### src/rtl/sc_stream_arbiter_if.sv
// sc_stream_arbiter_if: one AXI-stream link (data, last, valid, ready) with source/sink views.
interface sc_stream_arbiter_if #(parameter int WIDTH = 32);
  logic [WIDTH-1:0] tdata;
  logic tlast;
  logic tvalid;
  logic tready;
  modport master (output tdata, tlast, tvalid, input tready);
  modport slave (input tdata, tlast, tvalid, output tready);
endinterface

### src/rtl/sc_stream_arbiter.sv
// sc_stream_arbiter: packet-level arbiter sharing one Schmidl-Cox core between two requesters,
// routing each core output packet back to its originator through a grant-tag FIFO.
module sc_stream_arbiter #(
  parameter int WIDTH = 32,
  parameter logic [7:0] SR_ARB_BASE = 8'd160,
  parameter int TAG_FIFO_LOG2 = 3
) (
  input  logic clk,
  input  logic reset,
  input  logic set_stb,
  input  logic [7:0] set_addr,
  input  logic [31:0] set_data,
  sc_stream_arbiter_if.slave in0,
  sc_stream_arbiter_if.slave in1,
  sc_stream_arbiter_if.master m,
  sc_stream_arbiter_if.slave s,
  sc_stream_arbiter_if.master out0,
  sc_stream_arbiter_if.master out1,
  output logic [15:0] pkt_cnt0,
  output logic [15:0] pkt_cnt1,
  output logic busy
);
  localparam logic [1:0] IDLE = 2'd0;
  localparam logic [1:0] GNT0 = 2'd1;
  localparam logic [1:0] GNT1 = 2'd2;
  localparam int L = TAG_FIFO_LOG2;
  localparam int DEPTH = 1 << L;
  logic [1:0] state;
  logic [2:0] mode;
  logic last_grant;
  logic [L:0] wr_ptr, rd_ptr;
  logic [DEPTH-1:0] tags;
  logic gnt0, gnt1, cand0, cand1, pick1, grant, fifo_empty, fifo_full, head, pop, m_done;
  logic [WIDTH-1:0] in_data;
  logic unused_set;
  assign unused_set = ^set_data[31:3];
  always_comb begin
    gnt0 = state == GNT0;
    gnt1 = state == GNT1;
    cand0 = in0.tvalid & mode[0];
    cand1 = in1.tvalid & mode[1];
    // in1 wins only when alone, or on a round-robin tie after in0 was served last
    pick1 = cand1 & (~cand0 | (~mode[2] & ~last_grant));
    fifo_empty = wr_ptr == rd_ptr;
    fifo_full = (wr_ptr[L] != rd_ptr[L]) && (wr_ptr[L-1:0] == rd_ptr[L-1:0]);
    grant = (state == IDLE) & ~fifo_full & (cand0 | cand1);
    head = tags[rd_ptr[L-1:0]];
    in_data = gnt1 ? in1.tdata : in0.tdata;
    m.tdata = (gnt0 | gnt1) ? in_data : '0;
    m.tlast = gnt0 ? in0.tlast : gnt1 & in1.tlast;
    m.tvalid = gnt0 ? in0.tvalid : gnt1 & in1.tvalid;
    in0.tready = gnt0 & m.tready;
    in1.tready = gnt1 & m.tready;
    m_done = m.tvalid & m.tready & m.tlast;
    s.tready = ~fifo_empty & (head ? out1.tready : out0.tready);
    out0.tdata = s.tdata;
    out0.tlast = s.tlast;
    out0.tvalid = ~fifo_empty & ~head & s.tvalid;
    out1.tdata = s.tdata;
    out1.tlast = s.tlast;
    out1.tvalid = ~fifo_empty & head & s.tvalid;
    pop = s.tvalid & s.tready & s.tlast;
    busy = (state != IDLE) | ~fifo_empty;
  end
  always_ff @(posedge clk or negedge reset) begin
    if (!reset) begin
      state <= IDLE;
      mode <= 3'b011;
      last_grant <= 1'b1;
      wr_ptr <= '0;
      rd_ptr <= '0;
      pkt_cnt0 <= '0;
      pkt_cnt1 <= '0;
    end else begin
      if (set_stb && set_addr == SR_ARB_BASE) mode <= set_data[2:0];
      if (grant) begin
        state <= pick1 ? GNT1 : GNT0;
        last_grant <= pick1;
        wr_ptr <= wr_ptr + 1'b1;
      end else if (m_done || !(gnt0 || gnt1)) state <= IDLE;
      if (gnt0 && m_done) pkt_cnt0 <= pkt_cnt0 + 16'd1;
      if (gnt1 && m_done) pkt_cnt1 <= pkt_cnt1 + 16'd1;
      if (pop) rd_ptr <= rd_ptr + 1'b1;
    end
  end
  always_ff @(posedge clk) begin
    if (grant) tags[wr_ptr[L-1:0]] <= pick1;
  end
endmodule

### src/flat_wrapper.sv
// flat-port wrapper written by rule: the top's interface ports become plain ports
module sc_stream_arbiter_flat 
#(
  parameter int WIDTH = 32,
  parameter logic [7:0] SR_ARB_BASE = 8'd160,
  parameter int TAG_FIFO_LOG2 = 3
)
  (clk, reset, set_stb, set_addr, set_data, pkt_cnt0, pkt_cnt1, busy, in0_tdata, in0_tlast, in0_tvalid, in0_tready, in1_tdata, in1_tlast, in1_tvalid, in1_tready, m_tdata, m_tlast, m_tvalid, m_tready, s_tdata, s_tlast, s_tvalid, s_tready, out0_tdata, out0_tlast, out0_tvalid, out0_tready, out1_tdata, out1_tlast, out1_tvalid, out1_tready);
  sc_stream_arbiter_if #(.WIDTH(WIDTH)) in0_i ();
  sc_stream_arbiter_if #(.WIDTH(WIDTH)) in1_i ();
  sc_stream_arbiter_if #(.WIDTH(WIDTH)) m_i ();
  sc_stream_arbiter_if #(.WIDTH(WIDTH)) s_i ();
  sc_stream_arbiter_if #(.WIDTH(WIDTH)) out0_i ();
  sc_stream_arbiter_if #(.WIDTH(WIDTH)) out1_i ();
  input  logic clk;
  input  logic reset;
  input  logic set_stb;
  input  logic [7:0] set_addr;
  input  logic [31:0] set_data;
  output logic [15:0] pkt_cnt0;
  output logic [15:0] pkt_cnt1;
  output logic busy;
  input wire logic [$bits(in0_i.tdata)-1:0] in0_tdata;
  input wire logic [$bits(in0_i.tlast)-1:0] in0_tlast;
  input wire logic [$bits(in0_i.tvalid)-1:0] in0_tvalid;
  output wire logic [$bits(in0_i.tready)-1:0] in0_tready;
  input wire logic [$bits(in1_i.tdata)-1:0] in1_tdata;
  input wire logic [$bits(in1_i.tlast)-1:0] in1_tlast;
  input wire logic [$bits(in1_i.tvalid)-1:0] in1_tvalid;
  output wire logic [$bits(in1_i.tready)-1:0] in1_tready;
  output wire logic [$bits(m_i.tdata)-1:0] m_tdata;
  output wire logic [$bits(m_i.tlast)-1:0] m_tlast;
  output wire logic [$bits(m_i.tvalid)-1:0] m_tvalid;
  input wire logic [$bits(m_i.tready)-1:0] m_tready;
  input wire logic [$bits(s_i.tdata)-1:0] s_tdata;
  input wire logic [$bits(s_i.tlast)-1:0] s_tlast;
  input wire logic [$bits(s_i.tvalid)-1:0] s_tvalid;
  output wire logic [$bits(s_i.tready)-1:0] s_tready;
  output wire logic [$bits(out0_i.tdata)-1:0] out0_tdata;
  output wire logic [$bits(out0_i.tlast)-1:0] out0_tlast;
  output wire logic [$bits(out0_i.tvalid)-1:0] out0_tvalid;
  input wire logic [$bits(out0_i.tready)-1:0] out0_tready;
  output wire logic [$bits(out1_i.tdata)-1:0] out1_tdata;
  output wire logic [$bits(out1_i.tlast)-1:0] out1_tlast;
  output wire logic [$bits(out1_i.tvalid)-1:0] out1_tvalid;
  input wire logic [$bits(out1_i.tready)-1:0] out1_tready;
  assign in0_i.tdata = in0_tdata;
  assign in0_i.tlast = in0_tlast;
  assign in0_i.tvalid = in0_tvalid;
  assign in0_tready = in0_i.tready;
  assign in1_i.tdata = in1_tdata;
  assign in1_i.tlast = in1_tlast;
  assign in1_i.tvalid = in1_tvalid;
  assign in1_tready = in1_i.tready;
  assign m_tdata = m_i.tdata;
  assign m_tlast = m_i.tlast;
  assign m_tvalid = m_i.tvalid;
  assign m_i.tready = m_tready;
  assign s_i.tdata = s_tdata;
  assign s_i.tlast = s_tlast;
  assign s_i.tvalid = s_tvalid;
  assign s_tready = s_i.tready;
  assign out0_tdata = out0_i.tdata;
  assign out0_tlast = out0_i.tlast;
  assign out0_tvalid = out0_i.tvalid;
  assign out0_i.tready = out0_tready;
  assign out1_tdata = out1_i.tdata;
  assign out1_tlast = out1_i.tlast;
  assign out1_tvalid = out1_i.tvalid;
  assign out1_i.tready = out1_tready;
  sc_stream_arbiter #(.WIDTH(WIDTH), .SR_ARB_BASE(SR_ARB_BASE), .TAG_FIFO_LOG2(TAG_FIFO_LOG2)) u_core (.clk(clk), .reset(reset), .set_stb(set_stb), .set_addr(set_addr), .set_data(set_data), .in0(in0_i), .in1(in1_i), .m(m_i), .s(s_i), .out0(out0_i), .out1(out1_i), .pkt_cnt0(pkt_cnt0), .pkt_cnt1(pkt_cnt1), .busy(busy));
endmodule
### config.mk
export PLATFORM = sky130hd
export DESIGN_NAME = sc_stream_arbiter_flat
export DESIGN_NICKNAME = d
export VERILOG_FILES = /design/src/rtl/sc_stream_arbiter_if.sv /design/src/rtl/sc_stream_arbiter.sv /design/src/flat_wrapper.sv
export SDC_FILE = /design/constraint.sdc
export NUM_CORES = 1
export LEC_CHECK = 0
export BUFFER_PORTS_ARGS = -buffer_cell sky130_fd_sc_hd__buf_2
export CAP_MARGIN = 30
export CELL_PAD_IN_SITES_DETAIL_PLACEMENT = 1
export CELL_PAD_IN_SITES_GLOBAL_PLACEMENT = 2
export CORE_ASPECT_RATIO = 0.6
export CORE_MARGIN = 5
export CORE_UTILIZATION = 21
export DETAILED_ROUTE_END_ITERATION = 7
export GPL_ROUTABILITY_DRIVEN = 0
export HOLD_SLACK_MARGIN = 0.05
export PLACE_DENSITY_LB_ADDON = 0.1
export SYNTH_ARGS = -nofsm -noshare
export SYNTH_HDL_FRONTEND = slang
export SYNTH_SLANG_ARGS = --single-unit
### constraint.sdc
create_clock -name clk -period 2.9 [get_ports clk]
set_clock_uncertainty 0.2 [all_clocks]
set_input_delay 0.145 -clock clk [delete_from_list [all_inputs] [get_ports clk]]
set_output_delay 0.145 -clock clk [all_outputs]
set_load 0.01 [all_outputs]
==> results by group, run 1 <==
Clocking
  • # H-tree levels: 2
  • Clk sinks: 54
  • Count of cells resized by post-cts repair: 0
  • CTS clk-pin slew, worst paths: 0.08 ns
  • Clock root buffer: clkbuf_16
  • CTS tree: done
  • Setup bufs post-CTS: 0
  • Clock Latency Late Sink: 0.29 ns
  • Max Root-Sink Buffers: 2
  • CTS Buf Count: 5

Cells and area
  • Antenna Cells: 0
  • Fraction of layout cells with a size suffix above 1: 0.417
  • Commonest non-fill, non-tap cells in the layout: buf_2, dfrtp_1, mux2i_1, nor2b_1, xnor2_1
  • FILL cells: 2,029
  • Commonest non-fill, non-tap cell in the layout: buf_2
  • Final nets: 614
  • Synth-to-layout area growth: 22.2%
  • Cell Count, Final, Fillers Out: 694
  • Register Area: 1400 sq um
  • Area of the multi-input gates: 1690 sq um
  • Final Instance Area: 4480 sq um

Critical path
  • Crit path capture type: output port
  • CP Capture Point: s_tready
  • Reg-to-Reg Start: u_core.state[1]$_DFFE_PN0P_
  • Cell family with most CP delay: multiplexers
  • Critical path, cell by cell: mux4_1 > mux2i_4 > mux2i_1 > nor2_1 > buf_2
  • R2R Setup Slk: 0.47 ns
  • CP Launch Point: u_core.rd_ptr[0]$_DFFE_PN0P_
  • CP Launch Type: flip-flop
  • Max incr delay on CP: 0.64 ns
  • RR Endpoint: u_core.pkt_cnt1[12]$_DFFE_PN0P_
  • CP Buf/Inv Count: 1
  • Critical path's slowest cell: mux4_1
  • Worst Path Arrival: 2.13 ns
  • Worst path depth: 5
  • Crit Path Category: reg -> out
  • Critical Path RT: 2.56 ns
  • Max FO, Critical Path: 6
  • Worst r2r path cells: 7

Worst hold path
  • Worst Min Path Start: set_addr[7]
  • Hold Path Class: in -> reg

Timing
  • Fin crit share: 0.854
  • Slew Limit Headroom: 0.672
  • Max frequency: 404 MHz
  • Setup ws final: 0.422 ns
  • Min cycle time layout: 2.48 ns
  • Measured slew at the worst slew-check pin: 0.491 ns
  • Setup violators final: 0
  • Final Slew Violations: 0
  • Setup TNS: 0 ns
  • Hold Worst Slack: 0.0858 ns
  • Hold Violations, Final: 0
  • RSZ-0062 raised after global routing: false

Synthesis
  • Seq cells post-synth: 54
  • Post-Syn Area: 3660 sq um
  • Yosys warnings: 0
  • Syn_nets: 513
  • Synth Instances: 358
  • FFs w/ async S/R, synth: 0.852
  • Synth top area share: 0.294
  • Sequential area share after synthesis: 0.381
  • Top FF cell, synth: dfrtp_1
  • Unique cell type count in the Yosys netlist: 40
  • EDFF count, synth: 8
  • Avg Synthesized Cell Area: 10.2 sq um
  • Largest area contributor in the netlist: dfrtp_1
  • Area contributors post-synth: dfrtp_1, buf_4, mux2i_1, xnor2_1, edfxtp_1

Die
  • Row cnt: 37
  • Area of the die: 20,300 sq um
  • Die Y: 112 microns
  • Die width: 181 microns
  • Initial Util: 0.214
  • Io pins: 286
  • Core footprint: 17,100 sq um

Global route
  • Largest net degree at the start of global routing: 33
  • Initial antenna violation count: 1
  • Congestion Overflow GR: 0
  • First-pass GRT wire length: 17.0 mm
  • Total GRT Usage: 0.103
  • Number of global-route vias before repair: 3,109

Drt
  • Wirelength, routed: 10.6 mm
  • Iteration-0 DRC count of the detailed router: 71
  • Remaining antenna violation count: 0
  • Vias per inst: 3.98
  • Vias: 2,763
  • TritonRoute pass-1 iters: 4
  • Routed len/inst: 15.3 microns
  • Post-route DRC: 0

Placement
  • Pre-CTS setup slack: 0.448 ns
  • Dpl cell area: 4270 sq um
  • Port buffer count: 160
  • Cell count after placement: 682
  • Final HPWL DP: 8.57 mm

Outcome
  • Status: completed

Pwr
  • Combinational share of power: 0.249
  • Switching share of power: 0.298
  • Internal power: 1.53 mW
  • P_leak: 2.18 nW
  • Power density over the cells: 486 nW/um^2
  • Worst vdd ir: 0.227 mV
  • Clock share of power: 0.322
  • Net Switching: 0.648 mW
  • Sequential Power Share: 0.430

Job
  • Max cap viols: 0
sequential cells by signal, indices dropped and copies added (netlist names):
register           flops
u_core.last_grant      1
u_core.mode            3
u_core.pkt_cnt0       16
u_core.pkt_cnt1       16
u_core.rd_ptr          4
u_core.state           2
u_core.tags            8
u_core.wr_ptr          4
how the worst min path moves through the flow:
stage / endpoint / slack [ns] / cells past startpoint
6_report: u_core.mode[1]$_DFFE_PN1P_ / 0.09 / 3
5_1_grt: u_core.mode[0]$_DFFE_PN1P_ / 0.08 / 3
4_1_cts: u_core.mode[0]$_DFFE_PN1P_ / 0.07 / 3
3_5_place_dp: u_core.rd_ptr[1]$_DFFE_PN0P_ / -0.07 / 1
3_3_place_gp: u_core.rd_ptr[1]$_DFFE_PN0P_ / -0.06 / 1
2_1_floorplan: u_core.mode[2]$_DFFE_PN0P_ / -0.35 / 0
Yosys cell counts (all sizes together) (3+ instances only):
library cell and count:
nor2b 34, inv 7, and3 8, mux2i 35
clkbuf 6, nor3b 5, ha 7, xnor2 28
nand4 5, o21ai 3, and4 5, edfxtp 8
nor2 10, dfrtp 43, dfstp 3, mux2 7
nand3 15, xor2 12, and2 3, buf 72
nor3 6, nand2 23
power by group through the flow:
stage | sequential, mW | clock [mW] | combinational, mW
6_report | 0.935 | 0.700 | 0.541
5_1_grt | 0.950 | 0.770 | 0.600
4_1_cts | 0.937 | 0.732 | 0.560
3_5_place_dp | 0.953 | 0 | 0.552
3_3_place_gp | 0.950 | 0 | 0.541
2_1_floorplan | 0.893 | 0 | 0.479
stage by stage:
| stage | util | power [mW] |
|---|---|---|
| after floorplan | - | 1.37 |
| after global placement | 0.249 | 1.49 |
| after detailed placement | 0.249 | 1.51 |
| after CTS | 0.261 | 2.23 |
| after global routing | 0.261 | 2.32 |
| final | 0.261 | 2.18 |
metal layers:
layer  up-vias  wire length [microns]  global-route usage
li1       1342                      -                   -
met1      1333                   5030               0.140
met2        70                   4780               0.161
met3        16                    683              0.0359
met4         2                     99              0.0201
met5         -                     13                   0
cell type report:
type                            instances  area share
Multi-Input combinational cell        219       0.378
Sequential cell                        54       0.312
Timing Repair Buffer                  172       0.201
Tap cell                              234      0.0654
Clock buffer                            6      0.0288
Clock inverter                          2     0.00866
Inverter                                7     0.00587
cell families after synthesis:
family,synth area share
XOR/XNOR,0.0956
flip-flops,0.381
multiplexers,0.136
AND/OR/NAND/NOR,0.188
AO/OA/AOI/OAI,0.0184
adder cells (fa/ha/maj),0.0239
buffers and inverters,0.157
repair_timing:
item | CTS | global route
setup endpoints to repair | 0 | 0
hold buffers | 4 | 0
hold endpoints to repair | 20 | 0
worst register-to-register path, cell delays in order (launching register included):
cell,delay [ns]
dfrtp_1,0.38
inv_1,0.08
ha_1,0.24
nand3b_1,0.21
a221oi_2,0.51
and4_1,0.44
nand3_1,0.14
xnor2_1,0.14
Note: power is estimated with default switching activity, not from simulation.
==> run 2: changes to the inputs <==
Settings changed: CORE_UTILIZATION 21 to 23, TNS_END_PERCENT set to 50.
Clock period 2.9 ns to 3.1 ns, I/O delays scaled along.
==> run 2 against run 1 <==
Critical path depth grew 2; clock power shrank 1%; first-iteration DRC count shrank 2.8%; global-route usage grew 0.48 points; total power shrank 5.8%; clock-buffer cell count is the same; via count grew 0.58%; final area shrank 0.84%; hold slack gained 0.016 ns; sequential cell count is the same.
==> results by group, run 2 (synthesis results as in run 1) <==
Critical path
  • Worst Path Arrival: 2.48 ns
  • CP Launch Point: u_core.state[0]$_DFFE_PN0P_
  • CP Capture Point: u_core.pkt_cnt1[12]$_DFFE_PN0P_
  • Critical Path RT: 3.08 ns
  • CP Launch Type: flip-flop
  • RR Endpoint: u_core.pkt_cnt1[12]$_DFFE_PN0P_
  • Crit Path Category: reg -> reg
  • Crit path capture type: flip-flop
  • Worst r2r path cells: 7
  • Max FO, Critical Path: 13
  • Reg-to-Reg Start: u_core.state[0]$_DFFE_PN0P_
  • R2R Setup Slk: 0.60 ns

Timing
  • RSZ-0062 raised after global routing: false
  • Min cycle time layout: 2.50 ns
  • Final Slew Violations: 0
  • Slew Limit Headroom: 0.571
  • Measured slew at the worst slew-check pin: 0.641 ns
  • Hold Violations, Final: 0
  • Setup violators final: 0
  • Max frequency: 400 MHz
  • Fin crit share: 0.806
  • Setup TNS: 0 ns

Clocking
  • Max Root-Sink Buffers: 2
  • CTS Buf Count: 5
  • Clock Latency Late Sink: 0.29 ns
  • # H-tree levels: 2
  • Clock root buffer: clkbuf_16
  • CTS tree: done
  • Clk sinks: 54
  • CTS clk-pin slew, worst paths: 0.07 ns

Cells and area
  • Fin util: 0.286
  • Antenna Cells: 0
  • Synth-to-layout area growth: 21.2%
  • FILL cells: 1,809
  • Commonest non-fill, non-tap cells in the layout: buf_2, dfrtp_1, mux2i_1, nor2b_1, xnor2_1
  • Final nets: 612
  • Commonest non-fill, non-tap cell in the layout: buf_2
  • Fraction of layout cells with a size suffix above 1: 0.415

Die
  • Core footprint: 15,500 sq um
  • Io pins: 286
  • Die Y: 108 microns
  • Area of the die: 18,600 sq um
  • Die width: 173 microns
  • Row cnt: 35
  • Initial Util: 0.236

Pwr
  • Worst vdd ir: 0.228 mV
  • Power density over the cells: 462 nW/um^2
  • P_leak: 2.18 nW
  • Total power draw: 2.05 mW

Drt
  • Routed len/inst: 15.7 microns
  • Vias per inst: 4.20
  • Post-route DRC: 0
  • Iteration-0 DRC count of the detailed router: 69
  • TritonRoute pass-1 iters: 4
  • Remaining antenna violation count: 0
  • Vias: 2,779
  • Wirelength, routed: 10.4 mm

Global route
  • Number of global-route vias before repair: 3,055
  • Largest net degree at the start of global routing: 33
  • Congestion Overflow GR: 0
  • Initial antenna violation count: 1
  • Total GRT Usage: 0.108
  • First-pass GRT wire length: 16.4 mm

Outcome
  • Status: completed

Placement
  • Port buffer count: 160
  • Final HPWL DP: 8.39 mm

Job
  • Max cap viols: 0

Worst hold path
  • Hold Path Class: in -> reg
-- run 2: what timing repair did --
action	CTS	global route
resized for setup	0	0
setup buffers	0	0
hold buffers	4	0
endpoints found under the hold margin	27	0
-- run 2: worst min path at each step --
| stage | from | to | slack (ns) | cells past startpoint |
|---|---|---|---|---|
| 2_1_floorplan | reset | u_core.mode[2]$_DFFE_PN0P_ | -0.34 | 0 |
| 3_3_place_gp | reset | u_core.pkt_cnt0[12]$_DFFE_PN0P_ | -0.05 | 1 |
| 3_5_place_dp | reset | u_core.pkt_cnt0[12]$_DFFE_PN0P_ | -0.05 | 1 |
| 4_1_cts | set_addr[7] | u_core.mode[2]$_DFFE_PN0P_ | 0.09 | 3 |
| 5_1_grt | s_tdata[9] | out1_tdata[9] | 0.11 | 0 |
| 6_report | set_addr[7] | u_core.mode[2]$_DFFE_PN0P_ | 0.10 | 3 |
-- run 2: final cells by class --
| cell class | instances | area [sq um] | area share |
|---|---|---|---|
| Multi-Input combinational cell | 219 | 1690 | 0.382 |
| Sequential cell | 54 | 1400 | 0.314 |
| Timing Repair Buffer | 170 | 886 | 0.200 |
| Tap cell | 203 | 254 | 0.0572 |
| Clock buffer | 6 | 150 | 0.0338 |
| Clock inverter | 2 | 33.8 | 0.00761 |
| Inverter | 7 | 26.3 | 0.00592 |
-- run 2: where the power goes --
| group | internal, mW | switching, mW |
|---|---|---|
| sequential | 0.774 | 0.0970 |
| combinational | 0.258 | 0.228 |
| clock | 0.428 | 0.264 |
-- run 2: critical path, stage by stage, from the launching register on --
cell and delay (ns):
dfrtp_1 0.40, inv_1 0.09, ha_2 0.39, nand3b_1 0.18
a221oi_2 0.47, and4_1 0.39, nand3_1 0.13, xnor2_1 0.14
-- run 2: layer usage --
layer / up-vias / track usage / share of wire
li1: 1338 / - / -
met1: 1336 / 0.148 / 0.48
met2: 73 / 0.167 / 0.44
met3: 30 / 0.0351 / 0.063
met4: 2 / 0.0233 / 0.011
met5: - / 0 / 0.00068
-- run 2: stage by stage --
step	cells	setup WS [ns]	area (sq um)	hold WS [ns]
floorplan	358	0.841	3660	-0.341
global placement	649	0.624	4220	-0.0502
detailed placement	649	0.594	4220	-0.0522
CTS	661	0.559	4440	0.0922
global route	661	0.385	4440	0.110
finish	661	0.602	4440	0.102
==> run 3: changes to the inputs <==
Settings changed: CORE_UTILIZATION 23 to 21.
Clock period 3.1 ns to 2.45 ns, I/O delays scaled along.
==> run 3 against run 2 <==
Clock power grew 12%; wire length grew 7.7%; combinational power grew 68%; worst setup slack lost 0.44 ns; non-clock buffer count grew 40; largest cell class unchanged; via count grew 6.2%; cell count grew 11%; hold slack lost 0.011 ns; utilization shrank 0.44 points; final area grew 8.8%.
==> results by group, run 3 (synthesis results as in run 1) <==
Placement
  • Final HPWL DP: 8.46 mm
  • Pre-CTS setup slack: 0.152 ns
  • Port buffer count: 160

Drt
  • TritonRoute pass-1 iters: 4
  • Vias per inst: 4.03
  • Vias: 2,951
  • Wirelength, routed: 11.2 mm
  • Routed len/inst: 15.2 microns
  • Remaining antenna violation count: 0
  • Iteration-0 DRC count of the detailed router: 90
  • Post-route DRC: 0

Pwr
  • P_leak: 2.33 nW
  • Net Switching: 0.825 mW
  • Power density over the cells: 555 nW/um^2
  • Switching share of power: 0.307
  • Combinational share of power: 0.305
  • Sequential Power Share: 0.406
  • Worst vdd ir: 0.257 mV
  • Clock share of power: 0.290
  • Internal power: 1.86 mW

Clocking
  • # H-tree levels: 2
  • Clock root buffer: clkbuf_16
  • Max Root-Sink Buffers: 2
  • CTS tree: done
  • CTS Buf Count: 5
  • Clk sinks: 54
  • Clock Latency Late Sink: 0.29 ns
  • CTS clk-pin slew, worst paths: 0.07 ns

Critical path
  • Max incr delay on CP: 0.55 ns
  • CP Launch Type: flip-flop
  • Critical path's slowest cell: mux4_2
  • Crit path capture type: output port
  • Max FO, Critical Path: 5
  • Critical Path RT: 2.13 ns
  • Crit Path Category: reg -> out
  • Worst Path Arrival: 1.97 ns
  • Critical path, cell by cell: mux4_2 > mux2i_4 > buf_4 > mux2i_1 > nor2_1 > buf_2

Outcome
  • Status: completed

Worst hold path
  • Hold Path Class: in -> reg

Timing
  • Final Slew Violations: 0
  • RSZ-0062 raised after global routing: false
  • Setup TNS: 0 ns
  • Slew Limit Headroom: 0.581
  • Measured slew at the worst slew-check pin: 0.628 ns
  • Hold Violations, Final: 0
  • Max frequency: 437 MHz
  • Min cycle time layout: 2.29 ns
  • Setup ws final: 0.162 ns
  • Fin crit share: 0.934
  • Setup violators final: 0

Cells and area
  • Commonest non-fill, non-tap cell in the layout: buf_2
  • Commonest non-fill, non-tap cells in the layout: buf_2, dfrtp_1, dlygate4sd3_1
  • Synth-to-layout area growth: 31.8%
  • Antenna Cells: 0
  • Final nets: 652
  • Fraction of layout cells with a size suffix above 1: 0.406

Die
  • Core footprint: 17,100 sq um
  • Die width: 181 microns
  • Row cnt: 37
  • Die Y: 112 microns
  • Area of the die: 20,300 sq um
  • Initial Util: 0.214
  • Io pins: 286

Global route
  • Congestion Overflow GR: 0
  • Number of global-route vias before repair: 3,194
  • Largest net degree at the start of global routing: 47
  • Total GRT Usage: 0.105
  • Initial antenna violation count: 1
  • First-pass GRT wire length: 17.4 mm

Job
  • Max cap viols: 0
run 3: cell types whose count changed in the layout (fill, tap and decap cells not counted), sizes merged:
cell         before  now
buf             166  174
bufinv            1    0
clkbuf            6    7
dlygate4sd3       4   36
run 3: layer usage:
layer | track usage | share of wire | up-vias
met3 | 0.0392 | 0.070 | 8
met1 | 0.139 | 0.46 | 1424
met2 | 0.172 | 0.47 | 100
li1 | - | - | 1417
met4 | 0.0121 | 0.0036 | 2
met5 | 0 | 0.00099 | -
run 3: area by class of cell:
cell class / instances / area [sq um]
fill: 1998 / 12300
multi-input combinational: 219 / 1690
sequential: 54 / 1400
timing repair buffer: 210 / 1270
tap: 234 / 293
clock buffer: 7 / 153
inverter: 7 / 26.3
clock inverter: 1 / 8.76
run 3: what timing repair did:
| item | CTS | global route |
|---|---|---|
| setup buffers | 0 | 2 |
| setup endpoints to repair | 1 | 1 |
| gates resized for setup | 1 | 2 |
| endpoints found under the hold margin | 110 | 0 |
| hold buffers | 36 | 0 |
run 3: final timing paths:
check / from / to / slack (ns) / cells past startpoint
worst max-delay path: u_core.rd_ptr[0]$_DFFE_PN0P_ / s_tready / 0.16 / 6
worst min-delay path: set_addr[7] / u_core.mode[1]$_DFFE_PN1P_ / 0.09 / 3
worst max register to register: u_core.state[1]$_DFFE_PN0P_ / u_core.pkt_cnt1[12]$_DFFE_PN0P_ / 0.19 / 7
worst min register to register: u_core.pkt_cnt1[15]$_DFFE_PN0P_ / u_core.pkt_cnt1[15]$_DFFE_PN0P_ / 0.27 / 1
max in group asynchronous: reset / u_core.rd_ptr[0]$_DFFE_PN0P_ / 1.35 / 3
min in group asynchronous: reset / u_core.rd_ptr[2]$_DFFE_PN0P_ / 0.26 / 3
run 3: metrics by stage:
step           cells  hold WS (ns)  power, mW  instance area (sq um)  utilization
6_report         732        0.0910       2.68                   4830        0.282
4_1_cts          730        0.0944       2.71                   4820        0.282
2_1_floorplan    358        -0.373       1.62                   3660            -
3_3_place_gp     686        0.0451       1.80                   4300        0.251
5_1_grt          732         0.110       2.87                   4830        0.282
3_5_place_dp     686        0.0451       1.82                   4300        0.251
run 3: power groups by stage:
stage	registers, mW	clock network [mW]	logic (mW)
floorplan	1.06	0	0.567
global placement	1.10	0	0.696
detailed placement	1.10	0	0.717
CTS	1.09	0.819	0.805
global route	1.10	0.862	0.900
finish	1.09	0.777	0.817
run 3: critical path, delay by kind of cell, from the launching register on:
| kind | cells | cell delay, ns |
|---|---|---|
| simple gates | 1 | 0.05 |
| buf+inv | 2 | 0.29 |
| flops | 1 | 0.44 |
| mux | 3 | 0.90 |
